==> src/rtl/xor_stream_cipher.sv <==
//----------------------------------------------------------------------------
// xor_stream_cipher
//
// Purpose:
//   Streaming XOR cipher with a single registered output stage. Each accepted
//   beat is XORed with a key word chosen by 'mode' at the moment of
//   acceptance:
//     00 : bypass (key = 0)
//     01 : static key (key bank entry 0)
//     10 : rotating key bank (entry idx, idx advances once per accepted beat)
//     11 : 16-bit Fibonacci LFSR keystream (low DATA_W bits of the LFSR)
//   Because encryption and decryption are the same XOR, the block serves both
//   directions.
//
// Ports:
//   clk          in   1          rising-edge clock
//   rst          in   1          synchronous active-high reset
//   mode         in   2          key source select
//   key_wr_en    in   1          key bank write strobe
//   key_wr_addr  in   KA_W       key bank write address
//   key_wr_data  in   DATA_W     key bank write data
//   lfsr_seed    in   16         LFSR seed, loaded on restart (0 -> 16'hACE1)
//   restart      in   1          rewind bank index and reload LFSR
//   in_valid     in   1          data_in valid
//   in_ready     out  1          block accepts data_in this cycle
//   data_in      in   DATA_W     input beat
//   out_valid    out  1          data_out valid
//   out_ready    in   1          downstream accepts data_out
//   data_out     out  DATA_W     registered result
//----------------------------------------------------------------------------
module xor_stream_cipher #(
    parameter  int DATA_W    = 8,
    parameter  int KEY_DEPTH = 4,
    localparam int KA_W      = $clog2(KEY_DEPTH)
) (
    input  logic              clk,
    input  logic              rst,
    input  logic [1:0]        mode,
    input  logic              key_wr_en,
    input  logic [KA_W-1:0]   key_wr_addr,
    input  logic [DATA_W-1:0] key_wr_data,
    input  logic [15:0]       lfsr_seed,
    input  logic              restart,
    input  logic              in_valid,
    output logic              in_ready,
    input  logic [DATA_W-1:0] data_in,
    output logic              out_valid,
    input  logic              out_ready,
    output logic [DATA_W-1:0] data_out
);

    localparam logic [1:0]  MODE_BYPASS = 2'b00;
    localparam logic [1:0]  MODE_STATIC = 2'b01;
    localparam logic [1:0]  MODE_ROTATE = 2'b10;
    localparam logic [1:0]  MODE_LFSR   = 2'b11;

    // A zero seed would lock the LFSR at zero forever, so it is replaced.
    localparam logic [15:0] LFSR_DEFAULT = 16'hACE1;

    // One step of x^16+x^14+x^13+x^11+1 in right-shifting Fibonacci form.
    function automatic logic [15:0] lfsr_step(input logic [15:0] s);
        lfsr_step = {s[0] ^ s[2] ^ s[3] ^ s[5], s[15:1]};
    endfunction

    logic [DATA_W-1:0] bank_r [KEY_DEPTH];
    logic [KA_W-1:0]   idx_r;
    logic [15:0]       lfsr_r;
    logic              out_valid_r;
    logic [DATA_W-1:0] data_out_r;

    logic              in_ready_s;
    logic              accept_s;
    logic [15:0]       seed_eff_s;
    logic [KA_W-1:0]   idx_cur_s;
    logic [15:0]       lfsr_cur_s;
    logic [DATA_W-1:0] key_s;
    logic [KA_W-1:0]   idx_next_s;
    logic [15:0]       lfsr_next_s;

    // Handshake: the single output register can take a new beat when it is
    // empty or is being drained in this same cycle.
    always_comb begin
        in_ready_s = !out_valid_r || out_ready;
        accept_s   = in_valid && in_ready_s;
    end

    // Key-sequence view for this cycle: restart rewinds the index and reloads
    // the LFSR so that a beat accepted alongside restart already uses them.
    always_comb begin
        if (lfsr_seed == 16'h0000) begin
            seed_eff_s = LFSR_DEFAULT;
        end else begin
            seed_eff_s = lfsr_seed;
        end
        if (restart) begin
            idx_cur_s  = {KA_W{1'b0}};
            lfsr_cur_s = seed_eff_s;
        end else begin
            idx_cur_s  = idx_r;
            lfsr_cur_s = lfsr_r;
        end
    end

    // Key select; bank reads see the pre-write contents on a same-cycle write.
    always_comb begin
        key_s = {DATA_W{1'b0}};
        case (mode)
            MODE_BYPASS: key_s = {DATA_W{1'b0}};
            MODE_STATIC: key_s = bank_r[0];
            MODE_ROTATE: key_s = bank_r[idx_cur_s];
            MODE_LFSR:   key_s = lfsr_cur_s[DATA_W-1:0];
            default:     key_s = {DATA_W{1'b0}};
        endcase
    end

    // Sequence advance: only the active key source moves, and only on an
    // accepted beat; the other one keeps its position across mode changes.
    always_comb begin
        idx_next_s  = idx_cur_s;
        lfsr_next_s = lfsr_cur_s;
        if (accept_s && (mode == MODE_ROTATE)) begin
            // KEY_DEPTH is a power of two, so natural overflow is the wrap.
            idx_next_s = idx_cur_s + KA_W'(1);
        end else begin
            idx_next_s = idx_cur_s;
        end
        if (accept_s && (mode == MODE_LFSR)) begin
            lfsr_next_s = lfsr_step(lfsr_cur_s);
        end else begin
            lfsr_next_s = lfsr_cur_s;
        end
    end

    // Key bank storage.
    always_ff @(posedge clk) begin
        if (rst) begin
            for (int i = 0; i < KEY_DEPTH; i++) begin
                bank_r[i] <= {DATA_W{1'b0}};
            end
        end else if (key_wr_en) begin
            bank_r[key_wr_addr] <= key_wr_data;
        end else begin
            bank_r <= bank_r;
        end
    end

    // Key sequence state (bank index and LFSR).
    always_ff @(posedge clk) begin
        if (rst) begin
            idx_r  <= {KA_W{1'b0}};
            lfsr_r <= LFSR_DEFAULT;
        end else begin
            idx_r  <= idx_next_s;
            lfsr_r <= lfsr_next_s;
        end
    end

    // Output register: load on accept, empty on a drain with no new beat,
    // otherwise hold (this also keeps data stable under backpressure).
    always_ff @(posedge clk) begin
        if (rst) begin
            out_valid_r <= 1'b0;
            data_out_r  <= {DATA_W{1'b0}};
        end else if (accept_s) begin
            out_valid_r <= 1'b1;
            data_out_r  <= data_in ^ key_s;
        end else if (out_ready) begin
            out_valid_r <= 1'b0;
            data_out_r  <= data_out_r;
        end else begin
            out_valid_r <= out_valid_r;
            data_out_r  <= data_out_r;
        end
    end

    assign in_ready  = in_ready_s;
    assign out_valid = out_valid_r;
    assign data_out  = data_out_r;

endmodule

==> config.mk <==
export PLATFORM = sky130hd
export DESIGN_NAME = xor_stream_cipher
export DESIGN_NICKNAME = d
export VERILOG_FILES = /design/src/rtl/xor_stream_cipher.sv
export SDC_FILE = /design/constraint.sdc
export NUM_CORES = 1
export LEC_CHECK = 0
export ABC_AREA = 0
export CELL_PAD_IN_SITES_DETAIL_PLACEMENT = 0
export CELL_PAD_IN_SITES_GLOBAL_PLACEMENT = 1
export CORE_ASPECT_RATIO = 1.5
export CORE_MARGIN = 2
export CORE_UTILIZATION = 40
export DETAILED_ROUTE_END_ITERATION = 8
export MAX_ROUTING_LAYER = met4
export PLACE_DENSITY_LB_ADDON = 0.1
export SLEW_MARGIN = 20
export SYNTH_ARGS = -nofsm -noshare
export SYNTH_HDL_FRONTEND = slang
export SYNTH_SLANG_ARGS = --single-unit
==> constraint.sdc <==
create_clock -name clk -period 2.5 [get_ports clk]
set_input_delay 0.5 -clock clk [delete_from_list [all_inputs] [get_ports clk]]
set_output_delay 0.5 -clock clk [all_outputs]
set_load 0.05 [all_outputs]
* Word level (Yosys, flattened, before mapping)
Index checks and enable logic that the tools add are counted.
Storage, ports and cells: register bits 59, bits of input ports 42, output and inout port bits 10, word-level logic and storage cells 44
Cells by class: add/subtract/negate cells 1, magnitude comparators 3, eq/ne operators 3, multiplexer cells 14, bitwise gates (word level) 6, reductions and logical operators 9
Operator list (number):
- two-way mux 16 bit | 3
- bitwise mux 32 bit | 1
- case mux 8 bit (4 select lines) | 1
- two-way mux 8 bit | 3
- binary-select mux 8 bit (select 2 bit) | 1
- demux 8 bit (select 2 bit) | 1
- zero test 16 bit | 1
- bitwise XOR 8 bit | 1
- >= comparator 3 bit (second input constant) | 2
- NOT 2 -> 3 bit | 2
- equality test 2 bit (second input constant) | 2
- logical AND 1 bit | 4
- two-way mux 2 bit | 2
- < comparator 3 x 1 -> 1 bit (second input constant) | 1
- bitwise XOR 1 bit | 3
- adder 2 x 1 -> 2 bit (second input constant) | 1
- equality test 2 x 1 -> 1 bit (second input constant) | 1
- zero test 2 bit | 1
- two-way mux 1 bit | 2
- nonzero test 2 bit | 1
- zero test 1 bit | 1
- logical OR 1 bit | 1

* Longest topological paths before layout
depth after elaboration 7, depth in mapped cells 7, mapped depth without buffers 5

* Worst setup path before layout
OpenSTA, ideal clock, no wires.
path kind input-to-reg, start point in lfsr_seed[11], end point reg data_out_r[5] (netlist: data_out[5]), library setup time 0.117 ns, arrival time 2.174 ns, data required time 2.383 ns, path slack 0.209 ns, stages on the path 6, buffers on the path 1, cells stage by stage or4_1 -> o41ai_4 -> buf_6 -> o221ai_2 -> a31o_1 -> a32o_1
Between the ends: longest elaborated chain between the ends 5
Ends and longest elaborated chain:
- start, declared | RTL line 42 | input logic [15:0] lfsr_seed,
- zero test 16 bit | RTL line 90 | if (lfsr_seed == 16'h0000) begin
- two-way mux 16 bit | RTL line 90
- two-way mux 16 bit | RTL line 95 | if (restart) begin
- case mux 8 bit (4 select lines) | RTL line 107 | case (mode)
- bitwise XOR 8 bit | RTL line 166 | data_out_r <= data_in ^ key_s;
- end signal, assigned | RTL line 166
- end signal, assigned | RTL line 169 | data_out_r <= data_out_r;
- end signal, assigned | RTL line 172 | data_out_r <= data_out_r;
- end, declared | RTL line 69 | logic [DATA_W-1:0] data_out_r;
No other way between the ends. A chain may end at the register's enable or synchronous reset.

* Worst setup path in the final report
start point in lfsr_seed[1], end point reg data_out_r[7] (netlist: data_out[7])
Same word-level chain as after synthesis.

==> results_dict.tcl <==
set metrics [dict create \
    status "finished, final reports clean" \
    synth_nets 380 \
    relSlewSlack 0.602 \
    numCtsBuffers 9 \
    cts.sinks 59 \
    p_switching_mw 0.654 \
    syn_area_per_cell_um2 9.15 \
    rows 39 \
    hold_path_class "in -> reg" \
    arrival_ps 2710 \
    final_common_cell "dfxtp_1" \
    netSwitchingFraction 0.240 \
    clk_latency_ps 320 \
    post-route-period-util 0.977 \
    die-area_mm2 0.00847 \
    multiInputGateArea_mm2 0.00179 \
    power_frac_comb 0.157 \
    layout-area-overhead-vs-synth_pct 37.4 \
    finalHoldViolations 0 \
    nFillCells 713 \
    syn_inst 338 \
    finalMaxSlewViolations 0 \
    setup.worst_path.start_class "primary input" \
    min_period_ps 2440 \
    seqCellArea_mm2 0.00118 \
    drcViolationCount 0 \
    grt_pass1_vias 2771 \
    synth_edf_count 0 \
    nNetsFinal 458 \
    async_reset_ff_frac 0 \
    post-place-ws_ps -325 \
    syn_area_mm2 0.00309 \
    wire_per_inst_um 15.9 \
    hpwlAfterDp_mm 6.19 \
    pwr_density_cell_mw_per_mm2 641 \
    seqPwrFrac 0.373 \
    end_kind "flip-flop" \
    grt_first_pass_wirelength_mm 13.4 \
    rsz0062_at_grt "yes" \
    clockBufferDepth 2 \
    ys_seq_elements 59 \
    layout_common_cells "59 x dfxtp_1, 51 x nor2_1, 49 x clkdlybuf4s50_1" \
    drv_cap 0 \
    drive_gt1_frac 0.159 \
    finalSetupViolations 0 \
    synth_cell_type_count 55 \
    cts.clk_slew.worst_paths_ps 50 \
    worstPathMaxFanout 4 \
    portBuffers 51 \
    grt_overflow 0 \
    first_pass_iters 6 \
    yosysWarnings 0 \
    io_pins 52 \
    max_freq_ghz 0.409 \
    crit_path_cell_trace "clkdlybuf4s50_1 > or4_4 > o41ai_4 > o221ai_1 > a2111oi_1 > a311o_1" \
    antenna_found_initial 0 \
    required_ps 2770 \
    vias 2772 \
    power.total_mw 2.72 \
    grt_usage 0.212 \
    leakage_nw 1.80 \
    die_y_um 112 \
    cts_tree "built" \
    die_width_um 75.8 \
    initial_core_util 0.409 \
    critPathSlowestCell "or4_4" \
    crit_path_max_incr_delay_ps 540 \
    antenna_left 0 \
    fin_ws_ps 57.5 \
    grt_start_max_net_pins 51 \
    wl_mm 8.29 \
    drtIter0Drc 121 \
    criticalPathCategory "in -> reg" \
    ys_seq_area_frac 0.382 \
    vias_per_cell 5.30 \
    gp_congestion 0.816 \
    skew_ps 5.54 \
    cts-root-buf "clkbuf_16" \
    p_int_mw 2.07 \
    htree_levels 3 \
    ir_worst_vdd_uv 466 \
    synthFlopType "dfxtp_1" \
    worst_slew_pin_slew_ps 596 \
    fin_setup_tns_ps 0 \
    num_antenna_cells 0 \
    core_area_mm2 0.00756 \
    cts_hold_buf 0 \
    pwr-share-clk 0.470 \
]
[power groups by stage]
stage	registers [mW]	clock network, mW	logic [mW]
floorplan	1.07	0	0.196
global placement	1.04	0	0.422
detailed placement	1.04	0	0.425
CTS	1.02	1.30	0.429
global route	1.02	1.36	0.465
finish	1.02	1.28	0.428
[final cells by class]
cell class,count,share of cell area
clock buffer,11,0.0547
clock inverter,5,0.0182
inverter,5,0.00441
multi-input combinational,249,0.421
sequential,59,0.278
tap,102,0.0300
timing repair buffer,92,0.194
[cell families (layout without fill, tap and decap cells)]
group / after synthesis / after routing / share of synthesized area
simple gates: 125 / 125 / 0.206
buf+inv: 30 / 113 / 0.0400
compound gates: 69 / 69 / 0.186
mux: 49 / 49 / 0.169
flops: 59 / 59 / 0.382
xor+xnor: 6 / 6 / 0.0170
[timing repair]
action | in CTS | in global routing
buffers inserted | 0 | 2
endpoints found under the setup margin | 0 | 4
resized for setup | 0 | 1
[sequential cells by signal, summed over array words and instances, names as in the netlist]
name       flops
out_valid      1
bank_r        32
lfsr_r        16
data_out       8
idx_r          2
[synthesized netlist by cell type (3+ instances only)]
cell type	count	share of area
nand3_1	14	0.023
clkbuf_1	19	0.023
mux2_2	3	0.011
o22a_1	4	0.011
a22o_1	3	0.0085
xnor2_1	3	0.0085
buf_2	3	0.0049
xor2_1	3	0.0085
o211ai_1	9	0.022
nand2_1	14	0.017
and3b_1	4	0.011
mux2i_1	43	0.14
o22ai_1	4	0.0081
a21oi_1	8	0.013
a2111o_1	4	0.015
nor3b_1	4	0.0097
a211oi_1	10	0.024
nand3b_1	3	0.0073
inv_1	5	0.0061
nor4_1	3	0.0061
nand2b_1	4	0.0081
nor2b_1	4	0.0081
nor2_1	51	0.062
and2_1	4	0.0081
dfxtp_1	59	0.38
and3_1	9	0.018
o21ai_0	3	0.0049
[metrics by stage]
stage	cell area, um^2	util	instances	hold slack, ps
finish	4250	0.562	523	473
global route	4250	0.562	523	490
CTS	4240	0.560	521	471
floorplan	3090	-	338	453
detailed placement	3930	0.519	505	474
global placement	3930	0.519	505	472
[critical path: cells and delay by family]
kind	cells	cell delay (ps)
AOI/OAI and AO/OA	4	1210
buffers and inverters	1	450
and+or+nand+nor	1	540
[routing by layer]
| layer | part of all wire | track usage | routed length, um | vias to the layer above |
|---|---|---|---|---|
| li1 | - | - | - | 1413 |
| met1 | 0.43 | 0.241 | 3590 | 1307 |
| met2 | 0.52 | 0.359 | 4340 | 42 |
| met3 | 0.030 | 0.0443 | 248 | 10 |
| met4 | 0.014 | 0.0713 | 115 | 0 |
| met5 | 0 | - | 0 | - |
[worst paths after layout]
| check | slack [ps] | endpoint | start | depth (start not counted) |
|---|---|---|---|---|
| max reg2reg | 560 | data_out[0]$_SDFFE_PP0P_ | idx_r[1]$_SDFF_PP0_ | 5 |
| min | 470 | lfsr_r[8]$_SDFF_PP0_ | rst | 3 |
| max | 60 | data_out[7]$_SDFFE_PP0P_ | lfsr_seed[1] | 6 |
| min reg2reg | 480 | data_out[2]$_SDFFE_PP0P_ | data_out[2]$_SDFFE_PP0P_ | 2 |
(Power assumes the default switching activity.)
